--- src/rtl/asc2hex_parser_pkg.sv ---
// Shared constants for the ASCII-hex text parser: character codes,
// FSM state encoding and a delimiter classification helper.
package asc2hex_parser_pkg;

    // Delimiter codes
    localparam logic [7:0] ASC_SP     = 8'h20;
    localparam logic [7:0] ASC_CR     = 8'h0D;
    localparam logic [7:0] ASC_LF     = 8'h0A;
    localparam logic [7:0] ASC_COMMA  = 8'h2C;

    // Hex digit range bounds
    localparam logic [7:0] ASC_0      = 8'h30;
    localparam logic [7:0] ASC_9      = 8'h39;
    localparam logic [7:0] ASC_UA     = 8'h41;
    localparam logic [7:0] ASC_UF     = 8'h46;
    localparam logic [7:0] ASC_LA     = 8'h61;
    localparam logic [7:0] ASC_LF_HEX = 8'h66;

    // IDLE is folded into ACCUM: after reset the parser simply sits in
    // ACCUM with an empty digit count.
    typedef enum logic [0:0] {
        ST_ACCUM = 1'b0,
        ST_OUT   = 1'b1
    } state_t;

    // True for the characters that terminate a partial word.
    function automatic logic is_delim_code(input logic [7:0] c);
        return (c == ASC_SP) || (c == ASC_CR) || (c == ASC_LF) || (c == ASC_COMMA);
    endfunction

endpackage

--- src/rtl/asc2hex_parser_asc2nib.sv ---
// Combinational ASCII character classifier: maps a hex digit character
// (either case) to its nibble value and flags delimiters.
module asc2nib
    import asc2hex_parser_pkg::*;
(
    input  logic [7:0] din,
    output logic [3:0] nib,
    output logic       is_hex,
    output logic       is_delim
);

    logic [7:0] upper_off;
    logic [7:0] lower_off;

    // Offsets of the letter ranges, rebased so 'A'/'a' land on 10.
    assign upper_off = din - ASC_UA + 8'd10;
    assign lower_off = din - ASC_LA + 8'd10;

    // Classify the character and derive its nibble value.
    always_comb begin
        nib      = 4'h0;
        is_hex   = 1'b0;
        is_delim = is_delim_code(din);
        if (din >= ASC_0 && din <= ASC_9) begin
            nib    = din[3:0];
            is_hex = 1'b1;
        end else if (din >= ASC_UA && din <= ASC_UF) begin
            nib    = upper_off[3:0];
            is_hex = 1'b1;
        end else if (din >= ASC_LA && din <= ASC_LF_HEX) begin
            nib    = lower_off[3:0];
            is_hex = 1'b1;
        end
    end

endmodule

--- src/rtl/asc2hex_parser.sv ---
// Streaming ASCII-hex to binary parser. Hex digits accumulate MSB-first
// into a DIGITS-nibble word that is emitted on a valid/ready output when
// the word fills up or a delimiter ends a partial word. Invalid
// characters discard the partial word and pulse err for one cycle.
module asc2hex_parser
    import asc2hex_parser_pkg::*;
#(
    parameter int DIGITS = 2
) (
    input  logic                  clk,
    input  logic                  reset,
    input  logic [7:0]            din,
    input  logic                  din_valid,
    output logic                  din_ready,
    output logic [4*DIGITS-1:0]   dout,
    output logic [3:0]            dout_ndig,
    output logic                  dout_valid,
    input  logic                  dout_ready,
    output logic                  err
);

    localparam int W = 4 * DIGITS;
    localparam logic [3:0] FULL_CNT = 4'(DIGITS);

    state_t       state_q;
    logic [W-1:0] acc_q;
    logic [3:0]   cnt_q;
    logic [W-1:0] dout_q;
    logic [3:0]   ndig_q;
    logic         dout_valid_q;
    logic         err_q;
    logic         din_ready_q;

    logic [3:0]   nib;
    logic         is_hex;
    logic         is_delim;
    logic         accept;

    // Shift-in candidates; the widened concatenation keeps DIGITS=1 legal.
    logic [W+3:0] acc_ext;
    logic [W-1:0] acc_d;
    logic [3:0]   cnt_d;

    asc2nib u_asc2nib (
        .din      (din),
        .nib      (nib),
        .is_hex   (is_hex),
        .is_delim (is_delim)
    );

    assign accept  = din_valid && din_ready_q;
    assign acc_ext = {acc_q, nib};
    assign acc_d   = acc_ext[W-1:0];
    assign cnt_d   = cnt_q + 4'd1;

    // Parser FSM with accumulator, digit counter and registered outputs.
    always_ff @(posedge clk) begin
        if (reset) begin
            state_q      <= ST_ACCUM;
            acc_q        <= '0;
            cnt_q        <= 4'd0;
            dout_q       <= '0;
            ndig_q       <= 4'd0;
            dout_valid_q <= 1'b0;
            err_q        <= 1'b0;
            din_ready_q  <= 1'b0;
        end else begin
            err_q <= 1'b0;
            case (state_q)
                ST_ACCUM: begin
                    din_ready_q <= 1'b1;
                    if (accept) begin
                        if (is_hex) begin
                            acc_q <= acc_d;
                            cnt_q <= cnt_d;
                            if (cnt_d == FULL_CNT) begin
                                dout_q       <= acc_d;
                                ndig_q       <= FULL_CNT;
                                dout_valid_q <= 1'b1;
                                din_ready_q  <= 1'b0;
                                state_q      <= ST_OUT;
                            end
                        end else if (is_delim) begin
                            // A delimiter with nothing collected is a no-op.
                            if (cnt_q != 4'd0) begin
                                dout_q       <= acc_q;
                                ndig_q       <= cnt_q;
                                dout_valid_q <= 1'b1;
                                din_ready_q  <= 1'b0;
                                state_q      <= ST_OUT;
                            end
                        end else begin
                            err_q <= 1'b1;
                            acc_q <= '0;
                            cnt_q <= 4'd0;
                        end
                    end
                end
                ST_OUT: begin
                    if (dout_ready) begin
                        dout_valid_q <= 1'b0;
                        acc_q        <= '0;
                        cnt_q        <= 4'd0;
                        din_ready_q  <= 1'b1;
                        state_q      <= ST_ACCUM;
                    end
                end
                default: begin
                    state_q <= ST_ACCUM;
                end
            endcase
        end
    end

    assign din_ready  = din_ready_q;
    assign dout       = dout_q;
    assign dout_ndig  = ndig_q;
    assign dout_valid = dout_valid_q;
    assign err        = err_q;

endmodule

--- config.mk ---
export PLATFORM = sky130hd
export DESIGN_NAME = asc2hex_parser
export DESIGN_NICKNAME = d
export VERILOG_FILES = /design/src/rtl/asc2hex_parser_pkg.sv /design/src/rtl/asc2hex_parser_asc2nib.sv /design/src/rtl/asc2hex_parser.sv
export SDC_FILE = /design/constraint.sdc
export NUM_CORES = 1
export LEC_CHECK = 0
export CORE_AREA = 2 2 58 60
export DETAILED_ROUTE_END_ITERATION = 10
export DIE_AREA = 0 0 60 62
export HOLD_SLACK_MARGIN = 0.08
export PLACE_DENSITY = 0.77
export SYNTH_ARGS = -nofsm -noshare
export SYNTH_HDL_FRONTEND = slang
export SYNTH_HIERARCHICAL = 1
export SYNTH_SLANG_ARGS = --single-unit
--- constraint.sdc ---
create_clock -name clk -period 3.25 [get_ports clk]
set_input_delay 0.65 -clock clk [delete_from_list [all_inputs] [get_ports clk]]
set_output_delay 0.65 -clock clk [all_outputs]
set_load 0.1 [all_outputs]
* Word level (Yosys, flattened, before mapping) *
Cells that the tools add are included.

word-level totals
  logic and storage cells = 93
  input port bits = 12
  output and inout port bits = 15
  bits in registers = 28

cells by class
  reduce and logical (&&, ||, !) cells = 14
  magnitude comparators = 6
  muxes and demuxes = 46
  add/subtract/negate cells = 5
  equality and inequality tests = 12
  bitwise operators = 2

operator list
  cell                   number
  $mux W8                8
  $mux W4                11
  $mux W1                22
  $eq A8 B4 Y1 const B   2
  $eq A8 B6 Y1 const B   2
  $ge A8 B7 Y1 const B   2
  $le A8 B7 Y1 const B   2
  $pmux W8 S2            1
  $ne A3 B3 Y1 const B   4
  $reduce_and A5 Y1      2
  $add A4 B4 Y4 const B  2
  $ge A8 B6 Y1 const B   1
  $le A8 B6 Y1 const B   1
  $pmux W4 S2            1
  $sub A4 B1 Y4 const B  2
  $pmux W1 S2            3
  $add A4 B1 Y4 const B  1
  $eq A4 B2 Y1 const B   1
  $logic_and A1 B1 Y1    4
  $ne A2 B2 Y1 const B   2
  $reduce_bool A2 Y1     2
  $reduce_bool A4 Y1     1
  $reduce_or A4 Y1       1
  $logic_or A1 B1 Y1     3
  3 further kinds        4

* Longest topological paths before layout *
  word-level depth = 8
  gate-level depth with buffers = 10
  mapped depth without buffers = 9

* Cells and area by module *
Netlist, hierarchy kept.

by module, submodules not included
  module          sequential area each (µm²)  cells each  times used  area each (µm²)
  asc2hex_parser  560.5                       130         1           1281.2
  asc2nib         0.0                         30          1           246.5

* Least setup slack after synthesis *
No wires, ideal clock.

  path kind = in2reg
  start point = input din[1]
  end point = register din_ready_q, in the netlist din_ready
  buffers on the path = 1
  data required time = 3.133 ns
  setup slack = 0.678 ns
  setup time = 0.117 ns
  cell stages on the path = 10
  data arrival time = 2.455 ns
  cell sequence = inv_1 -> ha_1 -> mux2i_1 -> or3_1 -> a2111oi_2 -> inv_1 -> a2111oi_4 -> a41oi_4 -> buf_6 -> o211a_1

on the way
  word-level cells in the longest chain between the ends = 8
  elaborated cells on any way between the ends = 23
  classes of those cells = order compare: 6; eq/ne: 4; mux: 7; reduce/logical: 6

ends and longest elaborated chain
  what                                          RTL line                  text
  start, declared                               asc2hex_parser.sv:12      input logic [7:0] din,
  $eq A8 B6 Y1 or $eq A8 B4 Y1 (tied branches)  asc2hex_parser_pkg.sv:28  return (c == ASC_SP) || (c == ASC_CR) || (c == ASC_LF) || (c == ASC_COMMA);
  $logic_or A1 B1 Y1 (2 in a row)               asc2hex_parser_pkg.sv:28
  $logic_or A1 B1 Y1 (*)                        asc2hex_parser_pkg.sv:28
  net is_delim                                  asc2hex_parser.sv:36      logic is_delim;
  $mux W1 (*)                                   asc2hex_parser.sv:83      end else if (is_delim) begin
  $mux W1 (*)                                   asc2hex_parser.sv:73      if (is_hex) begin
  $mux W1 (*)                                   asc2hex_parser.sv:72      if (accept) begin
  $pmux W1 S2 (*)                               asc2hex_parser.sv:69      case (state_q)
  end signal, assigned                          asc2hex_parser.sv:71      din_ready_q <= 1'b1;
  end signal, assigned                          asc2hex_parser.sv:80      din_ready_q <= 1'b0;
  end signal, assigned                          asc2hex_parser.sv:89      din_ready_q <= 1'b0;
  end, declared                                 asc2hex_parser.sv:32      logic din_ready_q;

Mark *: on every way through the listed nets, which the timed path passes. The rest lies on a longest branch.
A chain may end at the register's enable or synchronous reset.

* Final worst setup path *
  start point = input din[1]
  end point = register ndig_q[3], in the netlist dout_ndig[3]

on the way
  elaborated cells on any way between the ends = 24
  classes of those cells = order compare: 6; eq/ne: 5; mux: 4; reduce/logical: 9

RTL lines
  what                                          RTL line                  text
  $eq A8 B6 Y1 or $eq A8 B4 Y1 (tied branches)  asc2hex_parser_pkg.sv:28
  $logic_or A1 B1 Y1 (2 in a row)               asc2hex_parser_pkg.sv:28
  $logic_or A1 B1 Y1 (*)                        asc2hex_parser_pkg.sv:28
  net is_delim                                  asc2hex_parser.sv:36
  $reduce_bool A2 Y1 (no line) (*)              --
  $reduce_and A5 Y1 (no line) (*)               --
  end signal, assigned                          asc2hex_parser.sv:87      ndig_q <= cnt_q;
  end, declared                                 asc2hex_parser.sv:29      logic [3:0] ndig_q;

Marks and branches as above.

==> flow_summary.toml <==
[timing]
report.final.slew_viol_count = 0
timing.final.hold_violations = 0
setup_viol = 0
rsz0062_at_grt = "no"
timing.clock.skew_ps = 2.14
slew_headroom_pct = 58.4
slew_at_the_pin_closest_to_its_max_slew_limit_ps = 621
final_period_minus_worst_setup_slack_ps = 2960
timing.final.ws_setup_ps = 292
maxClockFrequency_mhz = 338
fin_crit_sh_pct = 91.0

[drt]
via_count_of_the_routed_design = 1237
drc = 0
antenna_left = 0
avgRoutedWirePerCell_um = 12.9
first_pass_iteration_count_of_the_detailed_router = 4
drt_first_iter_violations = 41
viasPerCell = 5.29
drt_wl_total_mm = 3.02

[placement]
pre_cts_ws_ps = -42.3
place_hpwl_mm = 2.30
dpl-instance-area_um2 = 1810
io_buffers = 26
gpl.final_weighted_congestion = 0.809

[final_layout]
finalCoreUtilization_pct = 57.8
syn2layout_area_growth_pct = 20.2
insertedDiodeCount = 0
final_layout_size_suffix_gt1_share_pct = 20.2
layout_commonest_cell = "sky130_fd_sc_hd__dfxtp_1"
commonest_non_fill_non_tap_cells_in_the_layout = "sky130_fd_sc_hd__dfxtp_1, sky130_fd_sc_hd__buf_4, sky130_fd_sc_hd__nand2_1"
final_net_count = 209
layout.cell_area.non_filler_um2 = 1840

[synth]
post_synth_main_area_contributors = "sky130_fd_sc_hd__dfxtp_1, sky130_fd_sc_hd__mux2i_1, sky130_fd_sc_hd__ha_1"
synth_seq_area_share_pct = 36.7
post_synth_num_cell_types = 42
synth-warning-count = 6
yosys.area.top_type = "sky130_fd_sc_hd__dfxtp_1"
synth_enable_flop_cells = 0
syn_area_per_cell_um2 = 9.55
yosys_most_used_dff = "sky130_fd_sc_hd__dfxtp_1"
post-synth-top-area-fraction_pct = 36.7
post_synth_inst_count = 160
postSynth.asyncResetShare_pct = 0
synth_seq_cells = 28
syn-num-nets = 179
post_synth_instance_area_um2 = 1530

[power]
finalPower_uw = 555
power.clock.fraction_pct = 25.0
p_sw_uw = 137
irDropWorstVdd_mv = 0.296
pwr-share-seq_pct = 62.4
p_leak_nw = 0.780
power_switching_share_pct = 24.7
cellPowerDensity_nw_per_um2 = 302
comb_power_share_pct = 12.6
p_int_uw = 418

[global_route]
globalRouteTotalUtil_pct = 17.9
grt-ovfl-total = 0
first_global_vias = 1157
antenna_violations_before_repair = 0
grt_start_max_net_pins = 22
grt_first_pass_wirelength_mm = 5.01

[die]
design.core.area_um2 = 3180
start_util_pct = 48.1
fp.dieW_um = 60
dieArea_um2 = 3720
ioPinCount = 27
rows = 21
chipHeight_um = 62

[clock_network]
worst_skew_pair.late_latency_ps = 320
cts_buffer_depth = 2
tritoncts.num_buffers = 3
cts.repair_timing.setup_buffer_count = 0
post_cts_resize_count = 0
ctsHtreeMaxLevel = 1
tritoncts = "done"
clock_tree.root_cell = "sky130_fd_sc_hd__clkbuf_4"
number_of_buffers_inserted_for_hold_repair_after_clock_tree_synthesis = 0
cts.sink_count = 28
clkTransAtPathRegs_ps = 140

[setup_path]
worstReg2RegStart = "cnt_q[0]$_SDFFE_PP0P_"
critical-path-top-cell-by-count = "sky130_fd_sc_hd__inv_1"
regToRegSetupSlack_ps = 1450
critical_path.max_fanout = 15
critPathRequiredTime_ps = 3480
critical_path.endpoint_type = "flip-flop"
crit-reg2reg-capture = "dout[1]$_SDFFE_PP0P_"
critical-path-max-stage-delay_ps = 470
start_kind = "primary input"
worst-setup-path-type = "in2reg"
timing.critical_path.cells = "clkdlybuf4s50_1 > inv_1 > ha_1 > mux2i_1 > or3_1 > a2111oi_2 > inv_1 > a2111oi_4 > a41oi_4 > a32o_1"
cp_data_arrival_time_ps = 3190
rr_worst_depth = 4
worst_path_max_delay_cell = "sky130_fd_sc_hd__clkdlybuf4s50_1"

[min_path]
min_path_cells = 2
holdPathEnd = "dout_valid$_SDFFE_PP0P_"
launch_point_of_the_worst_hold_path = "dout_valid$_SDFFE_PP0P_"
holdCritPathClass = "reg2reg"

[run_status]
outcome = "completed"

[job]
max_cap_violations = 0
[sequential cells by signal, summed over array words and instances, names as in the netlist]
| name | cells |
|---|---|
| dout_ndig | 4 |
| state_q | 1 |
| din_ready | 1 |
| cnt_q | 4 |
| err | 1 |
| dout_valid | 1 |
| acc_q | 8 |
| dout | 8 |
[power groups by stage]
stage               clock (mW)  combinational, mW  sequential [mW]
global placement             0             0.0676            0.354
detailed placement           0             0.0700            0.354
floorplan                    0             0.0331            0.362
global route             0.159             0.0762            0.347
CTS                      0.145             0.0702            0.347
finish                   0.139             0.0700            0.347
[synthesized netlist by cell type, drive strengths merged (2+ instances only)]
| cell | number |
|---|---|
| xnor2 | 2 |
| a22oi | 7 |
| a32o | 3 |
| nand4b | 2 |
| inv | 8 |
| a21oi | 4 |
| mux2i | 13 |
| dfxtp | 28 |
| mux2 | 6 |
| o21ai | 2 |
| a2111oi | 2 |
| a21o | 2 |
| buf | 3 |
| nor2b | 6 |
| nand3 | 5 |
| nand2b | 4 |
| nor2 | 13 |
| nand3b | 2 |
| clkbuf | 5 |
| nand2 | 20 |
| ha | 7 |
[layer usage]
| metal | GRT usage (%) | up-vias | wire, µm |
|---|---|---|---|
| li1 | - | 621 | - |
| met1 | 20.5 | 590 | 1330 |
| met2 | 33.7 | 21 | 1560 |
| met3 | 3.73 | 5 | 102 |
| met4 | 4.76 | 0 | 27 |
| met5 | 0 | - | 0 |
[per-stage QoR]
stage          setup TNS, ps  std cells  hold slack (ps)
3_3_place_gp               0        231              449
5_1_grt                    0        234              481
3_5_place_dp            -147        231              450
6_report                   0        234              471
4_1_cts                    0        234              469
2_1_floorplan              0        160              461
[logic make-up after synthesis]
logic type | Yosys count | share of synthesized area, %
AND/OR/NAND/NOR | 58 | 20.8
AO/OA/AOI/OAI | 28 | 16.9
flip-flops | 28 | 36.7
multiplexers | 19 | 12.9
buffers and inverters | 17 | 5.24
adder cells (fa/ha/maj) | 7 | 5.73
XOR/XNOR | 3 | 1.72
[worst max-delay path by stage]
stage,start,to
6_report,din[1],dout_ndig[3]$_SDFFE_PP0P_
5_1_grt,din[1],dout[2]$_SDFFE_PP0P_
4_1_cts,din[1],dout_ndig[3]$_SDFFE_PP0P_
3_5_place_dp,din[0],dout_ndig[3]$_SDFFE_PP0P_
3_3_place_gp,din[1],dout_ndig[0]$_SDFFE_PP0P_
2_1_floorplan,din[1],din_ready$_SDFFE_PP0P_
[critical path: cells and delay by family]
| family | cells | cell delay [ps] |
|---|---|---|
| buffers and inverters | 3 | 740 |
| adder cells (fa/ha/maj) | 1 | 190 |
| AO/OA/AOI/OAI | 4 | 1200 |
| multiplexers | 1 | 80 |
| AND/OR/NAND/NOR | 1 | 340 |
[cell type report]
cell class / count / area [µm²]
fill: 298 / 1340
timing repair buffer: 33 / 275
clock buffer: 3 / 22.5
sequential: 28 / 561
multi-input combinational: 115 / 887
inverter: 9 / 33.8
tap: 46 / 57.6
No activity file was read; power rests on OpenSTA's default activity.
==> patch, RTL diff (same flow settings) <==
`DIGITS`: 2 -> 1.
--- a/src/rtl/asc2hex_parser.sv
+++ b/src/rtl/asc2hex_parser.sv
@@ -5,7 +5,7 @@
 module asc2hex_parser
     import asc2hex_parser_pkg::*;
 #(
-    parameter int DIGITS = 2
+    parameter int DIGITS = 1
 ) (
     input  logic                  clk,
     input  logic                  reset,
Interface: changed (resized dout); port bits go from 27 to 23. The function was not compared with the original's and may differ.
==> patch against the unedited design <==
Sequential share of layout area shrank 3.9 points; worst setup slack worse by 69 ps; core utilization fell by 11 points; combinational power up 5.3%; area after synthesis fell by 22%; sequential cell count is 8 lower; power shrank 5.4%; final area is 18% lower; routed wire length decreased by 18%.
==> patch: results (changes against the unedited design) <==
[run_status]
status = completed  ; unchanged

[critical_path]
slowest_stage = clkdlybuf4s50_1  ; unchanged
arrival_ps = 3240  ; was 3190 ps
path_delay_family = compound AO/OA/AOI/OAI gates  ; unchanged
critical_path.startpoint = din[1]  ; unchanged
worstPathMaxFanout = 11  ; was 15

[yosys]
ys_seq_area_frac = 0.3379  ; was 0.3669
yosysUniqueCellTypes = 43  ; was 42
synthXorXnorAreaFrac = 0.02218  ; was 0.01720
synth_fa_ha_area_frac = 0.06336  ; was 0.05733
synth-compound-area-share = 0.1806  ; was 0.1687
syn-num-nets = 140  ; was 179
synth_mux_area_frac = 0.09715  ; was 0.1294
netlist_instances = 122  ; was 160
synthTopCellsByCount = dfxtp_1, nand2_1, inv_1, mux2i_1, ha_1  ; was dfxtp_1, nand2_1, mux2i_1, nor2_1, inv_1
ys_warn_count = 6  ; unchanged
synth.area.top_cells = dfxtp_1, ha_1, mux2i_1  ; was dfxtp_1, mux2i_1, ha_1

[grt]
grt_antenna_before_repair = 0  ; unchanged
grt_max_degree = 17  ; was 22
gr-usage-all-layers = 0.1461  ; was 0.1791
grt_pass1_vias = 1002  ; was 1157
grt_util_met3 = 0.02070  ; was 0.03727
use_met2 = 0.2717  ; was 0.3370
grt_pass1_wl_um = 4167  ; was 5009 um
grt_use_met1 = 0.1686  ; was 0.2053

[placed_design]
post-place-ws_ps = -72.06  ; was -42.29 ps
place_area_sq_um = 1449  ; was 1814 sq um
dp.cells = 193  ; was 231
routabilityCongestion = 0.8124  ; was 0.8089
io_buffers = 22  ; was 26
post-dp-hpwl_um = 1952  ; was 2296 um

[power_and_ir_drop]
ir_drop_v = 0.0001419  ; was 0.0002965 V
p_total_uw = 525.4  ; was 555.4 uW
pwr-share-seq = 0.475  ; was 0.624
p_leak_nw = 0.6365  ; was 0.7797 nW
combPwrFrac = 0.140  ; was 0.126
netSwitchingFraction = 0.2314  ; was 0.2471

[route]
wl_met2_um = 1329  ; was 1562 um
wl_met3_um = 57  ; was 102 um
drt-met1-wl_um = 1069  ; was 1331 um
routed_via_density = 4.944  ; was 5.286
wl_per_cell_um = 12.54  ; was 12.92 um
first_iter_violations = 47  ; was 41
routed_wl_um = 2470  ; was 3024 um

[clocking]
cts_buffers = 3  ; unchanged
clk-insertion-delay-late_ps = 300  ; was 320 ps
h-tree-depth = 1  ; unchanged
clkTransAtPathRegs_ps = 120  ; was 140 ps

[final_layout]
layout-drive-gt1-share = 0.2318  ; was 0.2021
nNetsFinal = 170  ; was 209

[sta]
skew_ps = 3.577  ; was 2.137 ps
worst_pin_slew_ps = 628.2  ; was 621.4 ps

[worst_hold_path]
worstHoldPathType = reg2reg  ; unchanged
min_from = acc_q[3]  ; was dout_valid

[patch: cell types whose count changed after synthesis, sizes merged, moves of 2 or more]
| cell | unedited run | this run |
|---|---|---|
| and2b | 0 | 3 |
| mux2 | 6 | 4 |
| nor2b | 6 | 3 |
| mux2i | 13 | 7 |
| nor2 | 13 | 6 |
| clkbuf | 5 | 1 |
| nand2 | 20 | 13 |
| a21o | 2 | 0 |
| a22oi | 7 | 4 |
| dfxtp | 28 | 20 |
[patch: layout make-up]
cell class / instances / area, sq um
fillers: 299 / 1678
inverters: 9 / 33.78
multi-input cells: 87 / 696.9
clock buffers: 3 / 22.52
repair buffers: 31 / 260.3
well taps: 46 / 57.56
clock inverters: 1 / 30.03
flip-flops and latches: 20 / 400.4
[patch: worst paths after layout]
kind                        to  slack (ps)  cells past startpoint
setup / recovery  dout_ndig[0]         220                     10
setup reg to reg  dout_ndig[0]        1550                      5
hold / removal        acc_q[3]         470                      2
hold reg to reg       acc_q[3]         470                      2
